**config.mk**
```make
export PLATFORM = sky130hd
export DESIGN_NAME = pam4_slicer_decoder
export DESIGN_NICKNAME = d
export VERILOG_FILES = /design/src/rtl/pam_pkg.sv /design/src/rtl/pam4_slice_lane.sv /design/src/rtl/pam4_slicer_decoder.sv
export SDC_FILE = /design/constraint.sdc
export NUM_CORES = 1
export LEC_CHECK = 0
export ABC_AREA = 1
export BUFFER_PORTS_ARGS = -buffer_cell sky130_fd_sc_hd__buf_2
export CAP_MARGIN = 20
export CORE_MARGIN = 4
export CORE_UTILIZATION = 53
export CTS_CLUSTER_DIAMETER = 150
export DETAILED_ROUTE_END_ITERATION = 8
export PLACE_DENSITY = 0.85
export REMOVE_ABC_BUFFERS = 1
export SLEW_MARGIN = 20
export SYNTH_ARGS = -nofsm -noshare
export SYNTH_HDL_FRONTEND = slang
export SYNTH_SLANG_ARGS = --single-unit
```
**constraint.sdc**
```tcl
create_clock -name clk -period 2.2 [get_ports clk]
set_input_delay 0 -clock clk [delete_from_list [all_inputs] [get_ports clk]]
set_output_delay 0 -clock clk [all_outputs]
set_load 0.02 [all_outputs]
```
**src/rtl/pam_pkg.sv**
```systemverilog
// PAM-4 slicer shared definitions: symbol type, nominal level codes,
// default slicing thresholds and the binary-to-Gray symbol helper.
// Imported by pam4_slice_lane and pam4_slicer_decoder.
package pam_pkg;

  typedef logic [1:0] pam4_sym_t;

  // Nominal transmit levels (signed sample codes) and their natural symbols
  localparam int LVL_00 = -84;
  localparam int LVL_01 = -28;
  localparam int LVL_10 = 28;
  localparam int LVL_11 = 84;

  // Thresholds sit halfway between adjacent nominal levels
  localparam int THR_LO_DEF  = -56;
  localparam int THR_MID_DEF = 0;
  localparam int THR_HI_DEF  = 56;

  // Ascending levels 00,01,10,11 map to 00,01,11,10
  function automatic pam4_sym_t bin2gray(input pam4_sym_t b);
    return b ^ (b >> 1);
  endfunction

endpackage

```
**src/rtl/pam4_slice_lane.sv**
```systemverilog
// One-lane PAM-4 decision: signed compare against three thresholds plus
// low-margin detect. Purely combinational (zero latency, no backpressure).
// Ports: i_sample / i_thr_lo / i_thr_mid / i_thr_hi (signed RES bits) ->
//        o_sym (2-bit symbol), o_margin_err (|sample - any threshold| < MARGIN).
// Macro PAM4_GRAY_DECODE_EN: when defined, o_sym is Gray-coded.
module pam4_slice_lane
  import pam_pkg::*;
#(
  parameter int RES    = 8,
  parameter int MARGIN = 8
) (
  input  logic [RES-1:0] i_sample,
  input  logic [RES-1:0] i_thr_lo,
  input  logic [RES-1:0] i_thr_mid,
  input  logic [RES-1:0] i_thr_hi,
  output logic [1:0]     o_sym,
  output logic           o_margin_err
);

  localparam logic [RES:0] MARGIN_V = (RES+1)'(MARGIN);

  // Distance computed one bit wider than the samples so that e.g.
  // 127 - (-128) cannot wrap.
  function automatic logic near_thr(input logic [RES-1:0] s, input logic [RES-1:0] t);
    logic [RES:0] d;
    logic [RES:0] a;
    d = {s[RES-1], s} - {t[RES-1], t};
    a = d[RES] ? (~d + 1'b1) : d;
    return (a < MARGIN_V);
  endfunction

  pam4_sym_t w_sym_bin;

  // First true comparison wins, so misordered thresholds still give a
  // deterministic answer; equality falls through to the upper symbol.
  always_comb begin
    w_sym_bin = 2'b11;
    if ($signed(i_sample) < $signed(i_thr_lo))
      w_sym_bin = 2'b00;
    else if ($signed(i_sample) < $signed(i_thr_mid))
      w_sym_bin = 2'b01;
    else if ($signed(i_sample) < $signed(i_thr_hi))
      w_sym_bin = 2'b10;
  end

`ifdef PAM4_GRAY_DECODE_EN
  assign o_sym = bin2gray(w_sym_bin);
`else
  assign o_sym = w_sym_bin;
`endif

  assign o_margin_err = near_thr(i_sample, i_thr_lo)
                      | near_thr(i_sample, i_thr_mid)
                      | near_thr(i_sample, i_thr_hi);

endmodule

```
**src/rtl/pam4_slicer_decoder.sv**
```systemverilog
// Multi-lane PAM-4 slicer: samples -> 2-bit symbols with per-lane low-margin flags/counters.
// Latency: 2 cycles (S1 captures samples+thresholds, S2 captures decisions).
// Backpressure: valid/ready; each stage advances when empty or when the next one advances.
// Ports: voltage_level_in[_valid/_ready] (lane i at [i*RES +: RES]), thr_lo/mid/hi,
//        symbol_out (lane i at [2i+1:2i]) + margin_err_out + symbol_out_valid/_ready,
//        err_clr (sync clear), margin_err_cnt (lane i at [i*CNT_WIDTH +: CNT_WIDTH]).
// Macro PAM4_GRAY_DECODE_EN: Gray-coded symbol_out when defined, natural binary otherwise.
module pam4_slicer_decoder
  import pam_pkg::*;
#(
  parameter int NUM_LANES         = 2,
  parameter int SIGNAL_RESOLUTION = 8,
  parameter int MARGIN            = 8,
  parameter int CNT_WIDTH         = 16
) (
  input  logic                                   clk,
  input  logic                                   rst,
  input  logic [NUM_LANES*SIGNAL_RESOLUTION-1:0] voltage_level_in,
  input  logic                                   voltage_level_in_valid,
  output logic                                   voltage_level_in_ready,
  input  logic [SIGNAL_RESOLUTION-1:0]           thr_lo,
  input  logic [SIGNAL_RESOLUTION-1:0]           thr_mid,
  input  logic [SIGNAL_RESOLUTION-1:0]           thr_hi,
  output logic [2*NUM_LANES-1:0]                 symbol_out,
  output logic [NUM_LANES-1:0]                   margin_err_out,
  output logic                                   symbol_out_valid,
  input  logic                                   symbol_out_ready,
  input  logic                                   err_clr,
  output logic [NUM_LANES*CNT_WIDTH-1:0]         margin_err_cnt
);

  localparam int RES = SIGNAL_RESOLUTION;

  // Stage 1: raw samples plus the thresholds in force when the beat was accepted
  logic                     r_s1_valid;
  logic [NUM_LANES*RES-1:0] r_s1_samples;
  logic [RES-1:0]           r_s1_thr_lo;
  logic [RES-1:0]           r_s1_thr_mid;
  logic [RES-1:0]           r_s1_thr_hi;

  // Stage 2: decisions presented to the downstream
  logic                     r_s2_valid;
  logic [2*NUM_LANES-1:0]   r_s2_sym;
  logic [NUM_LANES-1:0]     r_s2_flag;

  logic [CNT_WIDTH-1:0]     r_cnt [NUM_LANES];

  logic                     w_s2_ready;
  logic                     w_s1_ready;
  logic                     w_out_xfer;
  logic [2*NUM_LANES-1:0]   w_sym;
  logic [NUM_LANES-1:0]     w_flag;

  assign w_s2_ready             = !r_s2_valid || symbol_out_ready;
  assign w_s1_ready             = !r_s1_valid || w_s2_ready;
  assign w_out_xfer             = r_s2_valid && symbol_out_ready;
  assign voltage_level_in_ready = w_s1_ready;

  genvar g;
  generate
    for (g = 0; g < NUM_LANES; g++) begin : g_lane
      pam4_slice_lane #(
        .RES    (RES),
        .MARGIN (MARGIN)
      ) u_slice (
        .i_sample     (r_s1_samples[g*RES +: RES]),
        .i_thr_lo     (r_s1_thr_lo),
        .i_thr_mid    (r_s1_thr_mid),
        .i_thr_hi     (r_s1_thr_hi),
        .o_sym        (w_sym[2*g +: 2]),
        .o_margin_err (w_flag[g])
      );
      assign margin_err_cnt[g*CNT_WIDTH +: CNT_WIDTH] = r_cnt[g];
    end
  endgenerate

  always_ff @(posedge clk or posedge rst) begin
    if (rst) begin
      r_s1_valid   <= 1'b0;
      r_s1_samples <= '0;
      r_s1_thr_lo  <= '0;
      r_s1_thr_mid <= '0;
      r_s1_thr_hi  <= '0;
    end else if (w_s1_ready) begin
      r_s1_valid <= voltage_level_in_valid;
      if (voltage_level_in_valid) begin
        r_s1_samples <= voltage_level_in;
        r_s1_thr_lo  <= thr_lo;
        r_s1_thr_mid <= thr_mid;
        r_s1_thr_hi  <= thr_hi;
      end
    end
  end

  // Data only reloads when S2 can move, so outputs hold while stalled
  always_ff @(posedge clk or posedge rst) begin
    if (rst) begin
      r_s2_valid <= 1'b0;
      r_s2_sym   <= '0;
      r_s2_flag  <= '0;
    end else if (w_s2_ready) begin
      r_s2_valid <= r_s1_valid;
      if (r_s1_valid) begin
        r_s2_sym  <= w_sym;
        r_s2_flag <= w_flag;
      end
    end
  end

  // Clear wins over a coincident flagged transfer
  always_ff @(posedge clk or posedge rst) begin
    if (rst) begin
      for (int i = 0; i < NUM_LANES; i++) r_cnt[i] <= '0;
    end else if (err_clr) begin
      for (int i = 0; i < NUM_LANES; i++) r_cnt[i] <= '0;
    end else if (w_out_xfer) begin
      for (int i = 0; i < NUM_LANES; i++) begin
        if (r_s2_flag[i] && (r_cnt[i] != {CNT_WIDTH{1'b1}}))
          r_cnt[i] <= r_cnt[i] + CNT_WIDTH'(1);
      end
    end
  end

  assign symbol_out       = r_s2_sym;
  assign margin_err_out   = r_s2_flag;
  assign symbol_out_valid = r_s2_valid;

endmodule

```
# --- After elaboration in Yosys (flattened, before gate mapping) ---
# Cells that the tools add are included.
# Widths: inputs -> output; s select.
op_classes:
  addsub: 14
  n_lt_le_gt_ge: 12
  n_reduce_logical: 14
  n_bitwise: 10
  n_eq_ne: 2
  n_mux: 16
ops:
  columns: ["cell", "count"]
  rows:
  - ["$mux 32", 2]
  - ["$add 9x1->9 const B", 6]
  - ["$lt 9x4->1 const B", 6]
  - ["$mux 9", 6]
  - ["$not 9->9", 6]
  - ["$sub 8x8->9", 6]
  - ["$lt 8x8->1", 6]
  - ["$add 16x1->16 const B", 2]
  - ["$mux 16", 2]
  - ["$ne 16x16->1 const B", 2]
  - ["$mux 2", 4]
  - ["$reduce_and 2->1", 4]
  - ["$reduce_bool 2->1", 3]
  - ["$or 1x1->1", 4]
  - ["$logic_and 1x1->1", 3]
  - ["$logic_not 1->1", 2]
  - ["$logic_or 1x1->1", 2]
  - ["$mux 1", 2]
word_totals:
  reg_bits: 80
  output_inout_bits: 40

# --- Logic depth before layout (Yosys ltp) ---
# Gate-level depths: netlist (run 1).
depth:
  ltp_word: 7
  mapped_depth: 19

# --- Hierarchy ---
# A second synthesis (run 1) with hierarchy kept.
hier_totals:
  hier_cells: 1049
  area_unflattened_um2: 7275.7
modules_own_cells:
  columns: ["module", "instances", "seq_area_each_um2", "cells_per_inst", "area_each_um2"]
  rows:
  - ["pam4_slicer_decoder", 1, 2001.9, 405, 3877.5]
  - ["pam4_slice_lane", 2, 0.0, 322, 1699.1]

# --- Worst setup path before layout (run 1) ---
# OpenSTA, ideal clock, no wires.
synth_path:
  kind: "flip-flop to flip-flop"
  startpoint: "register r_s1_samples[0]"
  endpoint: "register r_s2_flag[0], in the netlist margin_err_out[0]"
  setup_slack_ns: 0.156
  path_stages_with_launch: 18
  arrival_time_ns: 1.928
  n_path_buf: 0
  cell_sequence: "dfrtp_1 > inv_1 > ha_1 > inv_1 > fa_1 > nand2_1 > nand2_1 > nand2_1 > xor2_2 > nor2_1 > nor2_2 > nand2_1 > nand2_1 > inv_1 > nand3_1 > nand3_1 > nand2_1 > nand2_1"
synth_between:
  elab_chain_cells: 7
synth_rtl:
  columns: ["item", "line_no", "rtl"]
  rows:
  - ["start: declaration", "pam4_slicer_decoder.sv:36", "logic [NUM_LANES*RES-1:0] r_s1_samples;"]
  - ["start signal: assignment", "pam4_slicer_decoder.sv:87", "r_s1_samples <= voltage_level_in;"]
  - ["$sub 8x8->9", "pam4_slice_lane.sv:27", "d = {s[RES-1], s} - {t[RES-1], t};"]
  - ["$not 9->9", "pam4_slice_lane.sv:28", "a = d[RES] ? (~d + 1'b1) : d;"]
  - ["$add 9x1->9", "pam4_slice_lane.sv:28", null]
  - ["$mux 9", "pam4_slice_lane.sv:28", null]
  - ["$lt 9x4->1", "pam4_slice_lane.sv:29", "return (a < MARGIN_V);"]
  - ["$or 1x1->1", "pam4_slice_lane.sv:53", "| near_thr(i_sample, i_thr_mid)"]
  - ["$or 1x1->1 (*)", "pam4_slice_lane.sv:54", "| near_thr(i_sample, i_thr_hi);"]
  - ["end signal: assignment", "pam4_slicer_decoder.sv:105", "r_s2_flag <= w_flag;"]
  - ["end: declaration", "pam4_slicer_decoder.sv:44", "logic [NUM_LANES-1:0] r_s2_flag;"]
# Mark *: on every way between the ends. The rest lies on a longest branch, timed or not.
# A chain may end at the register's enable or synchronous reset.

# --- Final worst setup path (run 1) ---
# Ends and elaborated chain as after synthesis.

==> results.cfg, run 1 <==
[detailed_routing]
ant_nets = 0
drc_errors = 0
drt_iter0_markers = 527
num_vias = 5986
wire_per_inst_microns = 14.2
drt_pass1_iterations = 5
finalWirelength_microns = 16000
via_per_inst = 5.30

[clock_tree]
numClockSinks = 80
htreeDepth = 3
clk_pin_slew_ps = 70
cts_max_path_buffers = 2
clk_latency_ps = 360
cts_buffers = 9
cts_tree = yes
cts_root_buf = clkbuf_16

[global_routing]
grt_pass1_wl_microns = 25900
grt_pass1_vias = 5488
grt_max_degree = 65
antenna_found_initial = 0
track_usage_pct = 24.3
grt_overflow = 0

[power]
pwr-share-seq_pct = 28.3
switching_share_pct = 42.8
power.total_mw = 6.38
p_leak_nw = 4.01
peakVddDrop_mv = 0.604
power_frac_comb_pct = 49.7
pwr-share-clk_pct = 22.1
p_int_mw = 3.65
switching_power_mw = 2.73
p_per_area_nw_per_um2 = 827

[cells_and_area]
insertedDiodeCount = 0
fin_util_pct = 67.3
drive_above_1_share_pct = 20.7
syn2layout_area_growth_pct = 24.0
final_nets = 1086

[critical_path]
end_kind = flip-flop
path_max_fanout = 5
cp.arrival_ps = 2420
crit_top_cell = nand2_1
cp_cell_sequence = inv_2 -> ha_1 -> inv_1 -> fa_2 -> nand2_1 -> nand2_2 -> nand3_1 -> nand2_1 -> nand2_1 -> nand2_2 -> nor2_2 -> nand2_1 -> nand2_1 -> inv_1 -> nand3_1 -> nand3_1 -> nand2_1 -> nand2_1
start_kind = flip-flop
crit_slowest_cell = dfrtp_1
slowest_delay_ps = 380
critical_path_class = reg -> reg
worstPathRequired_ps = 2450

[yosys]
ys_ff_latch = 80
async_flop_share_pct = 100
synthCells = 839
synth.area.top_cells = dfrtp_1 (32%), nand2_1 (12%), ha_1 (10%)
avgSynthCellArea_sq_um = 7.41
synth-edff-count = 0
syn_area_sq_um = 6220
yosys.area.top_type = dfrtp_1
ys_types = 43
yosysSeqAreaShare_pct = 32.2
ys_warn_count = 0
dominantRegCellSynth = dfrtp_1
yosys.area.top_type_share_pct = 32.2

[worst_hold_path]
hold_path_class = in -> reg

[placement]
gp_congestion = 0.908
hpwlAfterDp_microns = 11600
post-place-ws_ps = -75.0
port_buffers = 84

[sta]
fin_crit_ps = 2180
finalSetupTns_ps = 0
relSlewSlack_pct = 74.6
setup_viol = 0
fin_ws_ps = 24.8
max_freq_ghz = 0.460
post-route-period-util_pct = 98.9
clock_skew_ps = 8.01
hold_viol_final = 0
tightest_slew_ps = 380
maxSlewViolCount = 0
rsz0062_at_grt = true
hold-worst-slack_ps = 93.9

[flow_run]
cap_violations = 0

[die]
initial_utilization_pct = 54.2
die_y_microns = 116
io_pins = 85
coreArea_sq_um = 11500
die_area_sq_um = 13500
die_w_microns = 116
std_cell_rows = 39

[status]
status = finished clean
==> registers in the layout, indices dropped and copies added (netlist names) <==
name              cells
r_s1_thr_lo           8
r_s1_samples         16
symbol_out            4
r_s1_thr_mid          8
r_s1_thr_hi           8
margin_err_cnt       32
r_s1_valid            1
margin_err_out        2
symbol_out_valid      1
==> cell families after synthesis <==
logic type | count (synthesis) | share of synthesized area (%)
XOR/XNOR | 23 | 3.36
AO/OA/AOI/OAI | 123 | 11.1
adder cells (fa/ha/maj) | 58 | 12.4
multiplexers | 17 | 3.08
AND/OR/NAND/NOR | 402 | 29.5
buffers and inverters | 136 | 8.37
flip-flops | 80 | 32.2
==> power groups by stage <==
stage | Clock (mW) | Sequential, mW | Combinational, mW
floorplan | 0 | 1.84 | 2.20
finish | 1.41 | 1.80 | 3.17
CTS | 1.43 | 1.80 | 3.01
global placement | 0 | 1.82 | 2.86
detailed placement | 0 | 1.82 | 2.92
global route | 1.49 | 1.82 | 3.57
==> critical path, delay by kind of cell, from the launching register on <==
family	cells	cell delay, ps
simple gates	13	1000
buf+inv	3	190
flops	1	380
fa+ha+maj	2	500
==> path summary, 6_finish.rpt <==
path | start | to | slack, ps | depth (start not counted)
max reg2reg | r_s1_samples[0]$_DFFE_PP0P_ | margin_err_out[0]$_DFFE_PP0P_ | 20 | 18
max | r_s1_samples[0]$_DFFE_PP0P_ | margin_err_out[0]$_DFFE_PP0P_ | 20 | 18
min reg2reg | symbol_out[0]$_DFFE_PP0P_ | symbol_out[0]$_DFFE_PP0P_ | 480 | 2
max in group asynchronous | rst | r_s1_samples[0]$_DFFE_PP0P_ | 1380 | 4
min | err_clr | margin_err_cnt[21]$_DFFE_PP0P_ | 90 | 3
min in group asynchronous | rst | margin_err_cnt[19]$_DFFE_PP0P_ | 160 | 3
==> cells in the mapped netlist, types with 2 or more instances <==
library cell  count
o21ai_1           3
nor2_2            5
o31ai_1           3
nor3_2            6
nand4_1          10
nor3b_1           2
o21a_1            3
xor2_1           19
nand2_4           4
a21oi_1          75
a21oi_2           3
or2_1             2
a211oi_2          2
a211oi_1          2
nor2_1           78
nand3b_1         13
nand3_1          56
inv_1           120
o21bai_1          5
nand2_1         197
mux2_2           17
inv_2             6
nand3_2           3
nor4_1            4
ha_1             52
buf_2             5
xnor2_1           3
o21ai_0          22
clkbuf_1          4
nor2_4            3
nor3_1           11
nand2_2           4
a31oi_1           2
a221oi_1          2
fa_1              6
dfrtp_1          80
==> per-layer routing <==
metal	vias up	part of all wire, %	global-route usage (%)
li1	3031	-	-
met1	2720	45	33.0
met2	212	47	39.4
met3	23	6.9	4.35
met4	0	1.7	7.97
met5	-	0	0
==> timing repair <==
action	CTS	global route
hold buffers	42	0
hold endpoints to repair	97	0
endpoints found under the setup margin	1	2
setup buffers	0	1
pin swaps	0	9
gates resized for setup	4	27
==> placed cells by master (no fill, tap or decap), types with 5 or more instances in the layout <==
master / count
dlygate4sd3_1: 42
mux2_2: 17
dfrtp_1: 79
inv_1: 117
buf_2: 84
nand2_1: 188
o21ai_0: 21
ha_1: 51
o21bai_1: 5
nand3b_1: 13
a21oi_2: 6
fa_2: 5
a21oi_1: 72
xor2_1: 18
nor2_2: 8
nor3_1: 11
clkbuf_16: 9
nand4_1: 10
nor2_1: 75
inv_2: 8
nand3_2: 6
nor3_2: 6
buf_4: 15
nand3_1: 53
nand2_2: 13
==> cell type report <==
| cell class | count | area [sq um] |
|---|---|---|
| Clock buffer | 9 | 225 |
| Clock inverter | 6 | 46.3 |
| Fill cell | 927 | 3750 |
| Inverter | 126 | 474 |
| Multi-Input combinational cell | 623 | 3790 |
| Sequential cell | 80 | 2000 |
| Tap cell | 143 | 179 |
| Timing Repair Buffer | 143 | 993 |
==> per-stage QoR <==
step / instances / area [sq um]
2_1_floorplan: 829 / 6170
3_3_place_gp: 1072 / 6920
3_5_place_dp: 1072 / 6920
4_1_cts: 1129 / 7620
5_1_grt: 1130 / 7710
6_report: 1130 / 7710
(Power assumes the default switching activity.)
==> run 2: changes to the inputs <==
Settings changed: CORE_ASPECT_RATIO set to 0.75.
==> run 2 against run 1 <==
The flow now finishes with violations (negative setup slack). Setup slack worse by 130 ps. Core utilization up 2.4 points. Hold slack worse by 4.0 ps. Combinational power up 5%.
==> results.cfg, run 2 (same netlist as run 1, synthesis figures left out) <==
[status]
status = finished, violations left
violations = negative setup slack

[cells_and_area]
largest_register_ffs = 32
mostFrequentLayoutCell = nand2_1
instances_no_fill = 1143
nFillCells = 897
syn2layout_area_growth_pct = 25.3
final_nets = 1084
insertedDiodeCount = 0
mostFrequentLayoutCells = nand2_1 (184), inv_1 (114), buf_2 (84), dfrtp_1 (76), nor2_1 (75)
drive_above_1_share_pct = 21.7
fin_util_pct = 69.6

[clock_tree]
numClockSinks = 80
clk_pin_slew_ps = 60
cts_root_buf = clkbuf_16
cts_max_path_buffers = 2
cts_buffers = 9
htreeDepth = 3
cts_tree = yes
clk_latency_ps = 340

[worst_hold_path]
hold_end = margin_err_cnt[5]$_DFFE_PP0P_
hold_path_class = in -> reg
worstHoldStart = err_clr
min_delay_path_depth = 2

[detailed_routing]
wire_per_inst_microns = 15.1
drc_errors = 0
drt_iter0_markers = 581
ant_nets = 0
via_per_inst = 5.47
drt_pass1_iterations = 5
finalWirelength_microns = 17200
num_vias = 6252

[sta]
maxSlewViolCount = 0
max_freq_ghz = 0.435
finalSetupTns_ps = -101
fin_crit_ps = 2300
tightest_slew_ps = 438
fin_ws_ps = -101
post-route-period-util_pct = 105
clock_skew_ps = 7.33
relSlewSlack_pct = 70.8
hold_viol_final = 0
rsz0062_at_grt = true
setup_viol = 1

[power]
switching_power_mw = 2.87
power_frac_comb_pct = 49.9
power.total_mw = 6.69
p_per_area_nw_per_um2 = 859
peakVddDrop_mv = 0.526
switching_share_pct = 42.8
p_leak_nw = 4.02
pwr-share-clk_pct = 22.9
p_int_mw = 3.83
pwr-share-seq_pct = 27.2

[placement]
dp_cells = 1082
hpwlAfterDp_microns = 12000
post-place-ws_ps = -66.3
port_buffers = 84
gp_congestion = 0.919

[flow_run]
cap_violations = 0

[critical_path]
reg2reg_depth = 17
r2r_slack_ps = -100
cp.arrival_ps = 2530
worstPathRequired_ps = 2430
critical_path_class = reg -> reg
r2r-start = r_s1_samples[0]$_DFFE_PP0P_
path_max_fanout = 4
end_kind = flip-flop
start_kind = flip-flop
reg2reg_to = margin_err_out[0]$_DFFE_PP0P_

[die]
std_cell_rows = 33
die_y_microns = 102
die_area_sq_um = 13500
initial_utilization_pct = 55.6
io_pins = 85
die_w_microns = 133
coreArea_sq_um = 11200

[global_routing]
grt_overflow = 0
antenna_found_initial = 0
grt_pass1_wl_microns = 27900
grt_max_degree = 65
grt_pass1_vias = 5962
track_usage_pct = 25.3
-- run 2: critical path, stage by stage, from the launching register on --
cell,delay (ps)
dfrtp_1,400
inv_4,110
ha_4,140
inv_2,40
fa_2,380
nand2_2,80
nand2_2,70
nand2_2,110
xor2_2,220
nor2_2,70
nor2_2,130
nand2_1,60
nand2_1,60
inv_1,40
nand3_1,70
nand3_1,90
nand2_1,60
nand2_1,40
-- run 2: layout make-up --
| type | count | area (sq um) | share of cell area [%] |
|---|---|---|---|
| timing repair buffer | 141 | 978 | 12.6 |
| sequential | 80 | 2010 | 25.8 |
| clock buffer | 11 | 243 | 3.12 |
| tap | 157 | 196 | 2.52 |
| inverter | 126 | 477 | 6.12 |
| multi-input combinational | 623 | 3830 | 49.2 |
| clock inverter | 5 | 56.3 | 0.723 |
-- run 2: power groups by stage --
stage | registers (mW) | logic, mW | clock network, mW
after floorplan | 1.84 | 2.20 | 0
after global placement | 1.83 | 2.86 | 0
after detailed placement | 1.83 | 2.94 | 0
after CTS | 1.81 | 3.07 | 1.55
after global routing | 1.84 | 3.71 | 1.62
final | 1.82 | 3.34 | 1.53
-- run 2: worst max path at each step --
stage / start / end / slack, ps / cells past startpoint
4_1_cts: r_s1_thr_mid[0]$_DFFE_PP0P_ / margin_err_out[0]$_DFFE_PP0P_ / 30 / 15
3_5_place_dp: r_s1_samples[0]$_DFFE_PP0P_ / margin_err_out[0]$_DFFE_PP0P_ / -70 / 17
2_1_floorplan: symbol_out_valid$_DFFE_PP0P_ / r_s1_samples[10]$_DFFE_PP0P_ / -270 / 3
5_1_grt: r_s1_samples[0]$_DFFE_PP0P_ / margin_err_out[0]$_DFFE_PP0P_ / -250 / 17
6_report: r_s1_samples[0]$_DFFE_PP0P_ / margin_err_out[0]$_DFFE_PP0P_ / -100 / 17
3_3_place_gp: r_s1_samples[0]$_DFFE_PP0P_ / margin_err_out[0]$_DFFE_PP0P_ / 50 / 17
-- run 2: layer usage --
metal	track usage (%)	share of wire (%)
met1	34.2	44
met2	41.8	47
met3	5.06	6.8
met4	6.79	2.3
met5	0	0
-- run 2: stage by stage --
stage | hold slack (ps) | cell area (sq um)
2_1_floorplan | 63.2 | 6170
4_1_cts | 82.0 | 7660
6_report | 89.9 | 7790
5_1_grt | 94.3 | 7790
3_5_place_dp | 1.93 | 6910
3_3_place_gp | -3.34 | 6910
-- run 2: repair_timing --
action	4_1_cts	5_1_grt
pin swaps	1	20
endpoints found under the setup margin	2	2
hold buffers	42	0
setup buffers	0	3
hold endpoints to repair	62	0
gates resized for setup	12	36
